==> src/rtl/lsu_pkg.sv <==
// lsu_pkg: shared definitions for the load/store unit.
//   - access size encodings carried on req_size
//   - FSM state encoding used by lsu
//   - is_misaligned(): alignment / reserved-size check for a request
package lsu_pkg;

    localparam logic [1:0] SIZE_BYTE = 2'd0;
    localparam logic [1:0] SIZE_HALF = 2'd1;
    localparam logic [1:0] SIZE_WORD = 2'd2;
    localparam logic [1:0] SIZE_RSVD = 2'd3;

    typedef enum logic [1:0] {
        ST_IDLE   = 2'd0,
        ST_ACCESS = 2'd1,
        ST_LOAD   = 2'd2,
        ST_RESP   = 2'd3
    } state_t;

    // A request is rejected when its size is reserved or its byte offset
    // is not a multiple of the access size.
    function automatic logic is_misaligned(input logic [1:0] size,
                                           input logic [1:0] offset);
        logic bad;
        case (size)
            SIZE_BYTE: bad = 1'b0;
            SIZE_HALF: bad = offset[0];
            SIZE_WORD: bad = (offset != 2'd0);
            default:   bad = 1'b1;
        endcase
        return bad;
    endfunction

endpackage

==> src/rtl/lsu_align.sv <==
// lsu_align: purely combinational lane steering for the load/store unit.
// Ports:
//   st_size, st_offset, st_wdata -> st_we (byte enables), st_lanes (replicated data)
//   ld_size, ld_offset, ld_signed, ld_rdata -> ld_data (extracted, extended word)
// Store and load sides are independent so the top can feed the store side
// from the live request and the load side from latched request fields.
module lsu_align
    import lsu_pkg::*;
(
    input  logic [1:0]  st_size,
    input  logic [1:0]  st_offset,
    input  logic [31:0] st_wdata,
    output logic [3:0]  st_we,
    output logic [31:0] st_lanes,
    input  logic [1:0]  ld_size,
    input  logic [1:0]  ld_offset,
    input  logic        ld_signed,
    input  logic [31:0] ld_rdata,
    output logic [31:0] ld_data
);

    logic [31:0] shifted;

    // Store: replicate the right-justified datum over every lane it could
    // land in; the byte enables pick the lane(s) actually written.
    always_comb begin
        st_we    = 4'b0000;
        st_lanes = st_wdata;
        case (st_size)
            SIZE_BYTE: begin
                st_lanes = {4{st_wdata[7:0]}};
                st_we    = 4'b0001 << st_offset;
            end
            SIZE_HALF: begin
                st_lanes = {2{st_wdata[15:0]}};
                st_we    = 4'b0011 << st_offset;
            end
            SIZE_WORD: begin
                st_we    = 4'b1111;
            end
            default: begin
                st_we    = 4'b0000;
            end
        endcase
    end

    // Load: bring the addressed lane down to bit 0, then extend.
    always_comb begin
        shifted = ld_rdata >> {ld_offset, 3'b000};
        ld_data = 32'd0;
        case (ld_size)
            SIZE_BYTE: ld_data = {{24{ld_signed & shifted[7]}}, shifted[7:0]};
            SIZE_HALF: ld_data = {{16{ld_signed & shifted[15]}}, shifted[15:0]};
            SIZE_WORD: ld_data = ld_rdata;
            default:   ld_data = 32'd0;
        endcase
    end

endmodule

==> src/rtl/lsu.sv <==
// lsu: load/store unit in front of port A of the data RAM.
// Ports:
//   clk, reset (async, active-low)
//   req_*  : one load/store per valid/ready handshake, byte address
//   resp_* : extended load data + error flag, held until resp_ready
//   ram_*  : word address, byte enables, lane data to RAM; ram_rdata is the
//            registered read port (valid the cycle after address sampling)
// Sequence: IDLE -> ACCESS -> (LOAD) -> RESP -> IDLE; misaligned or
// reserved-size requests go IDLE -> RESP with the error flag and never
// touch the RAM.
module lsu
    import lsu_pkg::*;
#(
    parameter int ADDR_WIDTH = 9,
    parameter int DATA_WIDTH = 32
) (
    input  logic                  clk,
    input  logic                  reset,
    input  logic                  req_valid,
    output logic                  req_ready,
    input  logic                  req_write,
    input  logic [1:0]            req_size,
    input  logic                  req_signed,
    input  logic [ADDR_WIDTH+1:0] req_addr,
    input  logic [DATA_WIDTH-1:0] req_wdata,
    output logic                  resp_valid,
    input  logic                  resp_ready,
    output logic [DATA_WIDTH-1:0] resp_rdata,
    output logic                  resp_error,
    output logic [3:0]            ram_we,
    output logic [ADDR_WIDTH-1:0] ram_addr,
    output logic [DATA_WIDTH-1:0] ram_wdata,
    input  logic [DATA_WIDTH-1:0] ram_rdata
);

    state_t state_reg, state_next;

    logic [3:0]            ram_we_reg;
    logic [ADDR_WIDTH-1:0] ram_addr_reg;
    logic [DATA_WIDTH-1:0] ram_wdata_reg;
    logic [DATA_WIDTH-1:0] resp_rdata_reg;
    logic                  resp_error_reg;
    logic                  write_reg;
    logic                  signed_reg;
    logic [1:0]            size_reg;
    logic [1:0]            offset_reg;

    logic                  req_bad;
    logic [3:0]            st_we;
    logic [31:0]           st_lanes;
    logic [31:0]           ld_data;

    assign req_bad = is_misaligned(req_size, req_addr[1:0]);

    lsu_align u_align (
        .st_size   (req_size),
        .st_offset (req_addr[1:0]),
        .st_wdata  (req_wdata),
        .st_we     (st_we),
        .st_lanes  (st_lanes),
        .ld_size   (size_reg),
        .ld_offset (offset_reg),
        .ld_signed (signed_reg),
        .ld_rdata  (ram_rdata),
        .ld_data   (ld_data)
    );

    always_ff @(posedge clk or negedge reset) begin
        if (!reset) begin
            state_reg <= ST_IDLE;
        end else begin
            state_reg <= state_next;
        end
    end

    always_comb begin
        state_next = state_reg;
        case (state_reg)
            ST_IDLE: begin
                if (req_valid) begin
                    state_next = req_bad ? ST_RESP : ST_ACCESS;
                end
            end
            ST_ACCESS: state_next = write_reg ? ST_RESP : ST_LOAD;
            ST_LOAD:   state_next = ST_RESP;
            ST_RESP: begin
                if (resp_ready) begin
                    state_next = ST_IDLE;
                end
            end
            default:   state_next = ST_IDLE;
        endcase
    end

    always_ff @(posedge clk or negedge reset) begin
        if (!reset) begin
            ram_we_reg     <= 4'b0000;
            ram_addr_reg   <= '0;
            ram_wdata_reg  <= '0;
            resp_rdata_reg <= '0;
            resp_error_reg <= 1'b0;
            write_reg      <= 1'b0;
            signed_reg     <= 1'b0;
            size_reg       <= SIZE_BYTE;
            offset_reg     <= 2'd0;
        end else begin
            case (state_reg)
                ST_IDLE: begin
                    if (req_valid) begin
                        if (req_bad) begin
                            resp_error_reg <= 1'b1;
                            resp_rdata_reg <= '0;
                        end else begin
                            ram_addr_reg  <= req_addr[ADDR_WIDTH+1:2];
                            ram_we_reg    <= req_write ? st_we : 4'b0000;
                            ram_wdata_reg <= st_lanes;
                            write_reg     <= req_write;
                            signed_reg    <= req_signed;
                            size_reg      <= req_size;
                            offset_reg    <= req_addr[1:0];
                        end
                    end
                end
                // The RAM captures the write at the edge closing ACCESS, so
                // the enables must drop on that same edge.
                ST_ACCESS: ram_we_reg <= 4'b0000;
                ST_LOAD:   resp_rdata_reg <= ld_data;
                ST_RESP: begin
                    if (resp_ready) begin
                        resp_error_reg <= 1'b0;
                        resp_rdata_reg <= '0;
                    end
                end
                default: ram_we_reg <= 4'b0000;
            endcase
        end
    end

    assign req_ready  = (state_reg == ST_IDLE);
    assign resp_valid = (state_reg == ST_RESP);
    assign resp_rdata = resp_rdata_reg;
    assign resp_error = resp_error_reg;
    assign ram_we     = ram_we_reg;
    assign ram_addr   = ram_addr_reg;
    assign ram_wdata  = ram_wdata_reg;

endmodule

==> config.mk <==
export PLATFORM = sky130hd
export DESIGN_NAME = lsu
export DESIGN_NICKNAME = d
export VERILOG_FILES = /design/src/rtl/lsu_pkg.sv /design/src/rtl/lsu_align.sv /design/src/rtl/lsu.sv
export SDC_FILE = /design/constraint.sdc
export NUM_CORES = 1
export LEC_CHECK = 0
export CAP_MARGIN = 40
export CORE_ASPECT_RATIO = 1.1
export CORE_MARGIN = 8
export CORE_UTILIZATION = 42
export DETAILED_ROUTE_END_ITERATION = 12
export PLACE_DENSITY = 0.77
export SETUP_SLACK_MARGIN = 0.15
export SLEW_MARGIN = 10
export SYNTH_ARGS = -nofsm -noshare
export SYNTH_HDL_FRONTEND = slang
export SYNTH_HIERARCHICAL = 1
export SYNTH_SLANG_ARGS = --single-unit
==> constraint.sdc <==
create_clock -name clk -period 1.8 [get_ports clk]
set_input_delay 0.27 -clock clk [delete_from_list [all_inputs] [get_ports clk]]
set_output_delay 0.27 -clock clk [all_outputs]
set_load 0.01 [all_outputs]
==> flow_metrics.tcl <==
set metrics [dict create \
    slew_headroom 0.658 \
    fin_setup_tns_ps 0 \
    skew_ps 6.79 \
    ys_top_cells_by_area "dfrtp_1 44%, mux2_2 15%, mux2i_1 10%" \
    die-height_um 130 \
    cellPowerDensity_nw_per_um2 1580 \
    cpMaxStageDelayCell "or3b_4" \
    path_max_fanout 16 \
    overflow 0 \
    clockBufferDepth 2 \
    die_w_um 119 \
    power_uw 11900 \
    clk_latency_ps 330 \
    synthFlopType "dfrtp_1" \
    crit_chain "inv_2, ha_4, a22o_1, or3b_4, buf_12, mux2i_2" \
    synth.most_common_cell "dfrtp_1" \
    fin_crit_sh 0.987 \
    cp-end-kind "register" \
    fillCellCount 893 \
    grt_pass1_vias 4537 \
    coreArea_um2 11400 \
    synthArstFlopShare 1.00 \
    drv_cap 0 \
    grt_max_degree 38 \
    nets 746 \
    path_class "register to register" \
    max_slew.worst_pin.slew_ps 512 \
    antenna_found_initial 4 \
    viasPerCell 5.07 \
    yosys.area.top_type "dfrtp_1" \
    cts.clk_slew.worst_paths_ps 60 \
    drc 0 \
    ir_worst_vdd_mv 0.854 \
    timing.hold.ws_ps 353 \
    area.growth.synth_to_final_pct 53.1 \
    cts_tree "yes" \
    start_util 0.431 \
    ant_nets 0 \
    setup_violations 0 \
    cts-root-buf "clkbuf_16" \
    die_area_um2 15500 \
    ys_warn_count 6 \
    area.sequential_um2 2150 \
    pre_cts_ws_ps -407 \
    track_usage 0.188 \
    status "complete, no violations" \
    path_buf_inv 2 \
    synth.top_cell.area_share 0.437 \
    io_pins 163 \
    synthCells 469 \
    rows 41 \
    finalWorstPathRequiredPeriod_ps 1780 \
    grt_pass1_wl_um 23200 \
    drtIter0Drc 153 \
    arrival_ps 1990 \
    path_delay_family "simple AND/OR/NAND/NOR gates" \
    drt_wl_total_um 14700 \
    cts_sinks 86 \
    htree_levels 3 \
    wl_per_cell_um 18.0 \
    syn_avg_cell_area_um2 10.5 \
    gp_congestion 0.853 \
    first_pass_iters 4 \
    cts_buffers 9 \
    synth.ff_latch_count 86 \
    maxSlewViolCount 0 \
    hold_path.class "primary input to register" \
    fmax_mhz 563 \
    worstPathRequired_ps 2020 \
    ys_types 39 \
    setup_ws_ps 24.1 \
    seq_area_frac_synth 0.437 \
    drive_gt1_frac 0.230 \
    netlist_area_um2 4930 \
    synth_nets 558 \
    numPortBuffers 162 \
    dr_total_vias 4138 \
    multi_input_area_um2 2560 \
    dpl.hpwl_um 10600 \
    synth_enable_flop_cells 0 \
    startpoint_type "register" \
    cpPeakStageDelay_ps 460 \
    rsz0062_at_grt "true" \
    p_leak_uw 0.00347 \
    final-hold-violation-count 0 \
    synthTopCellsByCount "86 x dfrtp_1, 65 x mux2_2, 55 x nand2_1" \
]
## per-layer routing
metal,up-vias,track usage,part of all wire
met1,1965,0.213,0.42
met3,16,0.0887,0.098
met4,0,0.0618,0.013
met5,-,0,0
li1,1994,-,-
met2,163,0.309,0.46
## logic make-up after synthesis
| group | synth area share |
|---|---|
| DFF | 0.437 |
| buffers and inverters | 0.0780 |
| AOI/OAI and AO/OA | 0.122 |
| muxes | 0.255 |
| xor gates and xnor gates | 0.00178 |
| adders and majority gates | 0.0152 |
| and+or+nand+nor | 0.0909 |
## through the flow
stage	std cells	area, um2	utilization
6_report	816	7540	0.660
5_1_grt	816	7540	0.660
4_1_cts	808	7390	0.646
3_5_place_dp	783	6880	0.602
3_3_place_gp	783	6880	0.602
2_1_floorplan	469	4950	-
## layout make-up
cell class	instances	area share
Sequential cell	86	0.285
Timing Repair Buffer	218	0.293
Antenna cell	4	0.00133
Clock buffer	12	0.0340
Clock inverter	4	0.00415
Tap cell	150	0.0249
Inverter	37	0.0184
Multi-Input combinational cell	305	0.339
## layout by cell type, fill, tap and decap left out, types with 2 or more instances in the layout
cell type        instances
o21ai_0                 15
mux2_2                  32
clkinv_4                 3
and2_1                   7
inv_1                   35
o211ai_1                 4
nand3b_1                 7
mux2i_2                  2
buf_16                   4
clkdlybuf4s50_1        155
mux2i_1                 49
a21oi_1                 11
nor2_1                   5
nand2_1                 55
diode_2                  4
o2bb2ai_1                7
dfrtp_1                 85
a21o_1                  16
buf_4                   40
inv_2                    2
mux2_4                  34
clkbuf_16                9
a211oi_1                 7
o21ai_1                  8
o31ai_1                 12
buf_6                    4
buf_12                   6
nor2b_1                 12
clkbuf_8                 2
ha_1                     4
dlygate4sd2_1            3
## worst paths after layout
| kind | startpoint | endpoint | slack [ps] | depth (start not counted) |
|---|---|---|---|---|
| min | req_addr[1] | offset_reg[1] | 350 | 3 |
| max in group asynchronous | reset | state_reg[1] | 730 | 3 |
| max | state_reg[1] | resp_rdata[23] | 20 | 6 |
| min in group asynchronous | reset | resp_rdata[4] | 440 | 2 |
| max reg2reg | state_reg[1] | resp_rdata[23] | 20 | 6 |
| min reg2reg | ram_wdata[29] | ram_wdata[29] | 510 | 1 |
## where the power goes
part	total (uW)	switching [uW]	leakage, uW	internal, uW
combinational	6780	2930	0.00223	3850
clock	1800	780	0.000143	1020
sequential	3340	541	0.00109	2800
## repair_timing
item / 4_1_cts / 5_1_grt
pin swaps: 0 / 2
resized for setup: 21 / 39
cloned: 4 / 1
endpoints found under the hold margin: 33 / 0
setup buffers: 4 / 3
endpoints found under the setup margin: 81 / 72
hold buffers: 1 / 0
## worst min-delay path: cells and delay by family
family                 cells  cell delay [ps]
muxes                      1              140
buffers and inverters      2              240
(Power assumes the default switching activity.)
